### src/rtl/lut3_cfg_ctrl.sv
// Configuration controller for a bank of 3-input LUTs.
// A serial bitstream is collected in a shadow register and committed to the
// active truth tables in one edge. The selected LUT is evaluated every cycle
// into a registered output.

module lut3_cell (
   input  logic [7:0] tbl,
   input  logic [2:0] idx,
   output logic       y
);
   assign y = tbl[idx];
endmodule

module lut3_cfg_ctrl #(
   parameter int NUM_LUTS = 4,
   parameter int SEL_W    = (NUM_LUTS > 1) ? $clog2(NUM_LUTS) : 1
) (
   input  logic             clk,
   input  logic             rst_n,
   input  logic             cfg_start,
   input  logic             cfg_bit,
   input  logic             cfg_valid,
   output logic             cfg_ready,
   output logic             cfg_done,
   output logic             cfg_err,
   input  logic [SEL_W-1:0] lut_sel,
   input  logic             A,
   input  logic             B,
   input  logic             C,
   output logic             OUT,
   output logic             out_valid
);
   localparam int TOT   = 8 * NUM_LUTS;
   localparam int CNT_W = $clog2(TOT);

   typedef enum logic [1:0] {IDLE, LOAD, ACTIVE} state_t;

   state_t                  state;
   logic [TOT-1:0]          act_tbl;
   logic [TOT-1:0]          shd_tbl;
   logic [TOT-1:0]          shd_next;
   logic [CNT_W-1:0]        bit_cnt;
   logic                    last_bit;
   logic [NUM_LUTS-1:0]     cell_out;
   logic [(1<<SEL_W)-1:0]   cell_pad;

   // Bit k of the flat table vector is LUT k/8, table bit k%8.
   assign last_bit = (bit_cnt == CNT_W'(TOT-1));

   // Shadow image with the incoming bit merged at the current position.
   always_comb begin
      shd_next          = shd_tbl;
      shd_next[bit_cnt] = cfg_bit;
   end

   genvar i;
   generate
      for (i = 0; i < NUM_LUTS; i++) begin : g_cell
         lut3_cell u_cell (
            .tbl (act_tbl[8*i +: 8]),
            .idx ({C, B, A}),
            .y   (cell_out[i])
         );
      end
   endgenerate

   // Out-of-range selects read the zero padding.
   always_comb begin
      cell_pad                 = '0;
      cell_pad[NUM_LUTS-1:0]   = cell_out;
   end

   // Load FSM, commit and registered evaluation.
   always_ff @(posedge clk) begin
      if (!rst_n) begin
         state     <= IDLE;
         act_tbl   <= '0;
         shd_tbl   <= '0;
         bit_cnt   <= '0;
         cfg_ready <= 1'b0;
         cfg_done  <= 1'b0;
         cfg_err   <= 1'b0;
         OUT       <= 1'b0;
         out_valid <= 1'b0;
      end else begin
         OUT       <= cell_pad[lut_sel];
         out_valid <= cfg_done;
         case (state)
            IDLE, ACTIVE: begin
               if (cfg_start) begin
                  state     <= LOAD;
                  cfg_ready <= 1'b1;
                  bit_cnt   <= '0;
                  shd_tbl   <= '0;
               end
            end
            LOAD: begin
               if (cfg_start) begin
                  // Abort wins over any bit presented on the same edge.
                  bit_cnt <= '0;
                  shd_tbl <= '0;
                  cfg_err <= 1'b1;
               end else if (cfg_valid) begin
                  shd_tbl <= shd_next;
                  if (last_bit) begin
                     act_tbl   <= shd_next;
                     bit_cnt   <= '0;
                     cfg_done  <= 1'b1;
                     cfg_err   <= 1'b0;
                     cfg_ready <= 1'b0;
                     state     <= ACTIVE;
                  end else begin
                     bit_cnt <= bit_cnt + 1'b1;
                  end
               end
            end
            default: begin
               state     <= IDLE;
               cfg_ready <= 1'b0;
            end
         endcase
      end
   end
endmodule
### config.mk
export PLATFORM = sky130hd
export DESIGN_NAME = lut3_cfg_ctrl
export DESIGN_NICKNAME = d
export VERILOG_FILES = /design/src/rtl/lut3_cfg_ctrl.sv
export SDC_FILE = /design/constraint.sdc
export NUM_CORES = 1
export LEC_CHECK = 0
export BUFFER_PORTS_ARGS = -buffer_cell sky130_fd_sc_hd__clkbuf_2
export CORE_ASPECT_RATIO = 1.5
export CORE_MARGIN = 3
export CORE_UTILIZATION = 40
export CTS_CLUSTER_DIAMETER = 150
export DETAILED_ROUTE_END_ITERATION = 10
export GPL_TIMING_DRIVEN = 0
export PLACE_DENSITY = 0.61
export SYNTH_ARGS = -nofsm -noshare
export SYNTH_HDL_FRONTEND = slang
export SYNTH_SLANG_ARGS = --single-unit
### constraint.sdc
create_clock -name clk -period 1.7 [get_ports clk]
set_input_delay 0.34 -clock clk [delete_from_list [all_inputs] [get_ports clk]]
set_output_delay 0.34 -clock clk [all_outputs]
set_load 0.005 [all_outputs]
==> impl_metrics.json, run 1 <==
{
  "setup-violations-final": 0,
  "ys_top_cells_by_area": "dfxtp_1, mux2i_1, a2bb2oi_1, o21ai_0, nor2_1",
  "critPathRequiredTime_ns": 1.98,
  "synth-edff-count": 0,
  "crit_path_start_kind": "register",
  "start_util": 0.417,
  "drt_iter0_drc": 211,
  "drive_gt1_frac": 0.288,
  "outcome": "finished clean",
  "grt_max_degree": 14,
  "dieArea_um2": 10100,
  "grt_pass1_wl_um": 15800,
  "critPathMaxFanout": 10,
  "multi_input_area_um2": 2140,
  "synth_area_leader_cell": "dfxtp_1",
  "layout_setup_ws_ns": 0.0353,
  "finalCriticalPeriod_ns": 1.66,
  "power.leakage_nw": 1.77,
  "dpl-instance-area_um2": 3750,
  "yosys.area.top_type_share": 0.428,
  "port_buffers": 10,
  "stdcell_area_um2": 4720,
  "ir_worst_vdd_v": 0.000687,
  "num_vias": 2992,
  "worstSetupPathType": "reg -> reg",
  "h-tree-depth": 3,
  "cts_sinks": 76,
  "critPathArrivalTime_ns": 1.95,
  "yosys_warnings": 0,
  "hold_violations": 0,
  "cts_buffer_depth": 2,
  "track_usage": 0.205,
  "synth_most_common_cell": "dfxtp_1",
  "drt-wirelength-per-cell_um": 19.1,
  "syn_to_final_growth_pct": 33.0,
  "regArea_um2": 1540,
  "worst_slew_pin_slew_ns": 0.625,
  "cts_inserted_buffers": 9,
  "tns_ns": 0,
  "die_h_um": 121,
  "drtAntennaViolNets": 0,
  "final_core_util": 0.555,
  "syn_nets": 385,
  "pre_cts_slack_ns": -0.567,
  "coreArea_um2": 8520,
  "min_period_over_period": 0.979,
  "viasPerCell": 5.63,
  "dpl.hpwl_um": 6530,
  "clk-insertion-delay-late_ns": 0.35,
  "synth_cell_types": 38,
  "syn_inst": 370,
  "async_reset_ff_frac": 0,
  "ys_ff_latch": 76,
  "hp-class": "in -> reg",
  "grt_pass1_vias": 2964,
  "fmax_ghz": 0.601,
  "antenna_found_initial": 0,
  "cts_hold_buf": 0,
  "worst_slew_margin_rel": 0.583,
  "synth.cell_area_um2": 3550,
  "grt_setup_unrepaired": "yes",
  "skew_ns": 0.00894,
  "diodes": 0,
  "postSynthAreaPerCell_um2": 9.60,
  "drc": 0,
  "num_rows": 41,
  "first_pass_iters": 4,
  "endpoint_kind": "register",
  "drv_slew": 0,
  "routed_wl_um": 10200,
  "cts_tree": "built",
  "synth_top_flop_cell": "dfxtp_1",
  "layout.nets": 434,
  "clk_pin_slew_worst_paths_ns": 0.06,
  "ys_seq_area_frac": 0.428,
  "synthTopCellsByCount": "dfxtp_1, nor2_1, nand2_1",
  "num-fill-cells": 769,
  "die_w_um": 82.9,
  "powerDensity_nw_per_um2": 844,
  "cts_root_buf": "clkbuf_16",
  "overflow": 0,
  "drv_cap": 0,
  "gp_congestion": 0.813,
  "ios": 15
}
power by group:
part | internal, mW | total, mW | switching [mW]
sequential | 1.78 | 1.79 | 0.00846
clock | 1.13 | 1.91 | 0.779
combinational | 0.126 | 0.287 | 0.162
per-layer routing:
metal / global-route usage / wire (µm) / vias to the layer above
li1: - / - / 1453
met2: 0.349 / 5240 / 67
met4: 0.130 / 397 / 0
met1: 0.237 / 4190 / 1450
met3: 0.0340 / 321 / 22
met5: 0 / 0 / -
registers in the layout (all words and copies together), names as in the netlist:
register	count
shd_tbl	32
act_tbl	32
cfg_done	1
cfg_ready	1
cfg_err	1
state	2
out_valid	1
OUT	1
bit_cnt	5
per-stage QoR:
step | std cells | power (mW) | hold slack [ns]
finish | 531 | 3.99 | 0.314
CTS | 513 | 3.98 | 0.300
floorplan | 370 | 1.98 | 0.417
global placement | 487 | 2.05 | 0.429
detailed placement | 487 | 2.05 | 0.434
global route | 531 | 4.09 | 0.338
cell usage in the layout (no fill, tap or decap), types with 3 or more instances in the layout:
cell type / Yosys / layout
dfxtp_1: 76 / 71
nor2_1: 38 / 38
nand2_1: 36 / 36
mux2i_1: 35 / 34
a2bb2oi_1: 32 / 31
o21ai_0: 34 / 30
buf_4: 0 / 29
clkbuf_2: 0 / 16
nand4b_1: 12 / 12
clkbuf_16: 0 / 10
clkbuf_1: 20 / 8
nor4bb_4: 0 / 8
buf_8: 0 / 6
mux4_1: 5 / 5
ha_4: 0 / 5
inv_1: 6 / 4
buf_6: 1 / 4
nand4_1: 4 / 4
dfxtp_4: 0 / 4
buf_12: 0 / 3
and4bb_2: 3 / 3
nand3_1: 4 / 3
a21oi_1: 4 / 3
nor3_1: 3 / 3
a31oi_1: 3 / 3
o21ai_1: 0 / 3
xnor2_1: 3 / 3
mux2_2: 3 / 3
clkinvlp_4: 0 / 3
clkinv_2: 0 / 3
final timing paths:
kind	depth (start not counted)	slack (ns)	from	end
worst max-delay path	9	0.04	bit_cnt[3]	act_tbl[30]
worst min register to register	2	0.44	act_tbl[20]	act_tbl[20]
worst max register to register	9	0.04	bit_cnt[3]	act_tbl[30]
worst min-delay path	3	0.31	rst_n	out_valid
critical path: stages (launching register included):
cell,delay (ns)
dfxtp_4,0.36
buf_8,0.13
buf_8,0.13
and3_4,0.17
ha_4,0.18
a21oi_4,0.18
buf_12,0.17
buf_8,0.12
nand2_1,0.07
o21ai_2,0.06
layout make-up:
| type | instances | share of cell area |
|---|---|---|
| buffer | 33 | 0.0575 |
| timing repair buffer | 40 | 0.0689 |
| multi-input combinational | 253 | 0.452 |
| clock inverter | 7 | 0.0143 |
| clock buffer | 9 | 0.0477 |
| tap | 107 | 0.0284 |
| inverter | 6 | 0.00530 |
| sequential | 76 | 0.326 |
repair_timing:
action | CTS | global route
cloned | 2 | 1
resized for setup | 65 | 43
endpoints found under the setup margin | 73 | 65
setup buffers | 9 | 18
pin swaps | 3 | 14
hold endpoints to repair | 0 | 0
logic make-up after synthesis:
family | share of synthesized area
flops | 0.428
mux | 0.158
compound gates | 0.154
xor+xnor | 0.00740
simple gates | 0.184
buf+inv | 0.0500
fa+ha+maj | 0.0176
Power figures use the tool's default switching activity.
==> run 2, diff against run 1 <==
- clock period: 1.7 -> 1.4 ns (I/O delays scaled with it)
==> run 2 against run 1 <==
Compared with the run above: the flow now finishes with violations (negative setup slack); clock skew is 0.0036 ns lower; critical path depth stayed put; setup slack worse by 0.30 ns; non-clock buffer count is 39 higher; highest routed layer unchanged; critical endpoint is now act_tbl[14]; routed wire length is 13% higher.
==> impl_metrics.json, run 2 (same netlist as run 1, synthesis figures left out) <==
{
  "outcome": "finished, violations left",
  "violations": "negative setup slack",
  "start_util": 0.417,
  "endpoint_kind": "register",
  "grt_pass1_vias": 3161,
  "critPathRequiredTime_ns": 1.67,
  "final_common_cell": "dfxtp_1",
  "p_sw_frac": 0.236,
  "port_buffers": 10,
  "cts_buffer_depth": 2,
  "power_mw": 4.88,
  "num-fill-cells": 650,
  "fmax_ghz": 0.600,
  "track_usage": 0.215,
  "p_seq_frac": 0.446,
  "grt_setup_unrepaired": "yes",
  "cts_inserted_buffers": 9,
  "layout_setup_ws_ns": -0.268,
  "routed_wl_um": 11500,
  "drtAntennaViolNets": 0,
  "skew_ns": 0.00536,
  "cts_hold_buf": 0,
  "multi_input_area_um2": 2450,
  "diodes": 0,
  "power.leakage_nw": 2.05,
  "cts_sinks": 76,
  "syn_to_final_growth_pct": 56.0,
  "hold_violations": 0,
  "layout.nets": 473,
  "clk_pin_slew_worst_paths_ns": 0.06,
  "ios": 15,
  "cts_tree": "built",
  "first_pass_iters": 4,
  "largestRegisters": "act_tbl (32), shd_tbl (32), bit_cnt (5)",
  "dieArea_um2": 10100,
  "num_vias": 3308,
  "crit_path_start_kind": "register",
  "power.switching_mw": 1.15,
  "antenna_found_initial": 0,
  "critPathMaxFanout": 8,
  "clk-insertion-delay-late_ns": 0.34,
  "drc": 0,
  "num_rows": 41,
  "finalCriticalPeriod_ns": 1.67,
  "reg2regPathDepth": 9,
  "h-tree-depth": 3,
  "drt_iter0_drc": 193,
  "drv_cap": 0,
  "p_comb_frac": 0.097,
  "worstSetupPathType": "reg -> reg",
  "viasPerCell": 5.80,
  "tns_ns": -13.39,
  "coreArea_um2": 8520,
  "worst_slew_pin_slew_ns": 0.642,
  "die_w_um": 82.9,
  "grt_max_degree": 13,
  "cts_root_buf": "clkbuf_16",
  "hp-class": "in -> reg",
  "final_cell_mix": "dfxtp_1, buf_4, nor2_1, o21ai_1",
  "drt-wirelength-per-cell_um": 20.2,
  "overflow": 0,
  "drive_gt1_frac": 0.514,
  "grt_pass1_wl_um": 16700,
  "critPathArrivalTime_ns": 1.94,
  "min_period_over_period": 1.19,
  "worst_slew_margin_rel": 0.572,
  "die_h_um": 121,
  "p_int_mw": 3.73,
  "clock_power_share": 0.457,
  "hold_depth": 2,
  "ir_worst_vdd_v": 0.000640,
  "powerDensity_nw_per_um2": 881,
  "holdWs_ns": 0.228,
  "setup-violations-final": 75,
  "dpl.hpwl_um": 6370,
  "gp_congestion": 0.794,
  "drv_slew": 0,
  "regArea_um2": 1550
}
## run 2: path summary, 6_finish.rpt
check,startpoint,endpoint,slack [ns]
min,lut_sel[1],OUT,0.23
min reg2reg,act_tbl[19],act_tbl[19],0.45
max,bit_cnt[3],act_tbl[14],-0.27
max reg2reg,bit_cnt[3],act_tbl[14],-0.27
## run 2: metrics by stage
stage	std cells	util	worst slack, ns	area (µm²)
global route	570	0.650	-0.333	5540
finish	570	0.650	-0.268	5540
floorplan	370	-	-0.133	3760
CTS	554	0.595	-0.194	5070
global placement	487	0.463	-0.607	3940
detailed placement	487	0.463	-0.629	3940
## run 2: area by class of cell
cell class / count / share of cell area
Multi-Input combinational cell: 253 / 0.442
Sequential cell: 76 / 0.279
Timing Repair Buffer: 78 / 0.129
Buffer: 34 / 0.0700
Clock buffer: 12 / 0.0481
Tap cell: 107 / 0.0242
Inverter: 6 / 0.00407
Clock inverter: 4 / 0.00384
## run 2: repair_timing
item,CTS,global route
cloned,4,1
endpoints found under the setup margin,75,75
pin swaps,54,38
buffers inserted,48,17
gates resized for setup,102,108
## run 2: layer usage
layer | vias to the layer above | track usage | wire, µm
met1 | 1624 | 0.243 | 4500
met5 | - | 0 | 0
met2 | 110 | 0.383 | 6040
met4 | 0 | 0.109 | 424
met3 | 33 | 0.0421 | 524
li1 | 1541 | - | -
## run 2: power groups by stage
| stage | clock network, mW | logic, mW | registers (mW) |
|---|---|---|---|
| after floorplan | 0 | 0.195 | 2.23 |
| after global placement | 0 | 0.283 | 2.23 |
| after detailed placement | 0 | 0.287 | 2.23 |
| after CTS | 2.26 | 0.402 | 2.18 |
| after global routing | 2.37 | 0.494 | 2.18 |
| final | 2.23 | 0.472 | 2.18 |
## run 2: worst max-delay path: stages, from the launching register on
cell and delay (ns):
dfxtp_4 0.36, buf_8 0.13, buf_8 0.11, and3_4 0.16
ha_4 0.19, a21oi_4 0.18, buf_12 0.17, clkbuf_16 0.16
nand2_2 0.05, o21ai_1 0.07
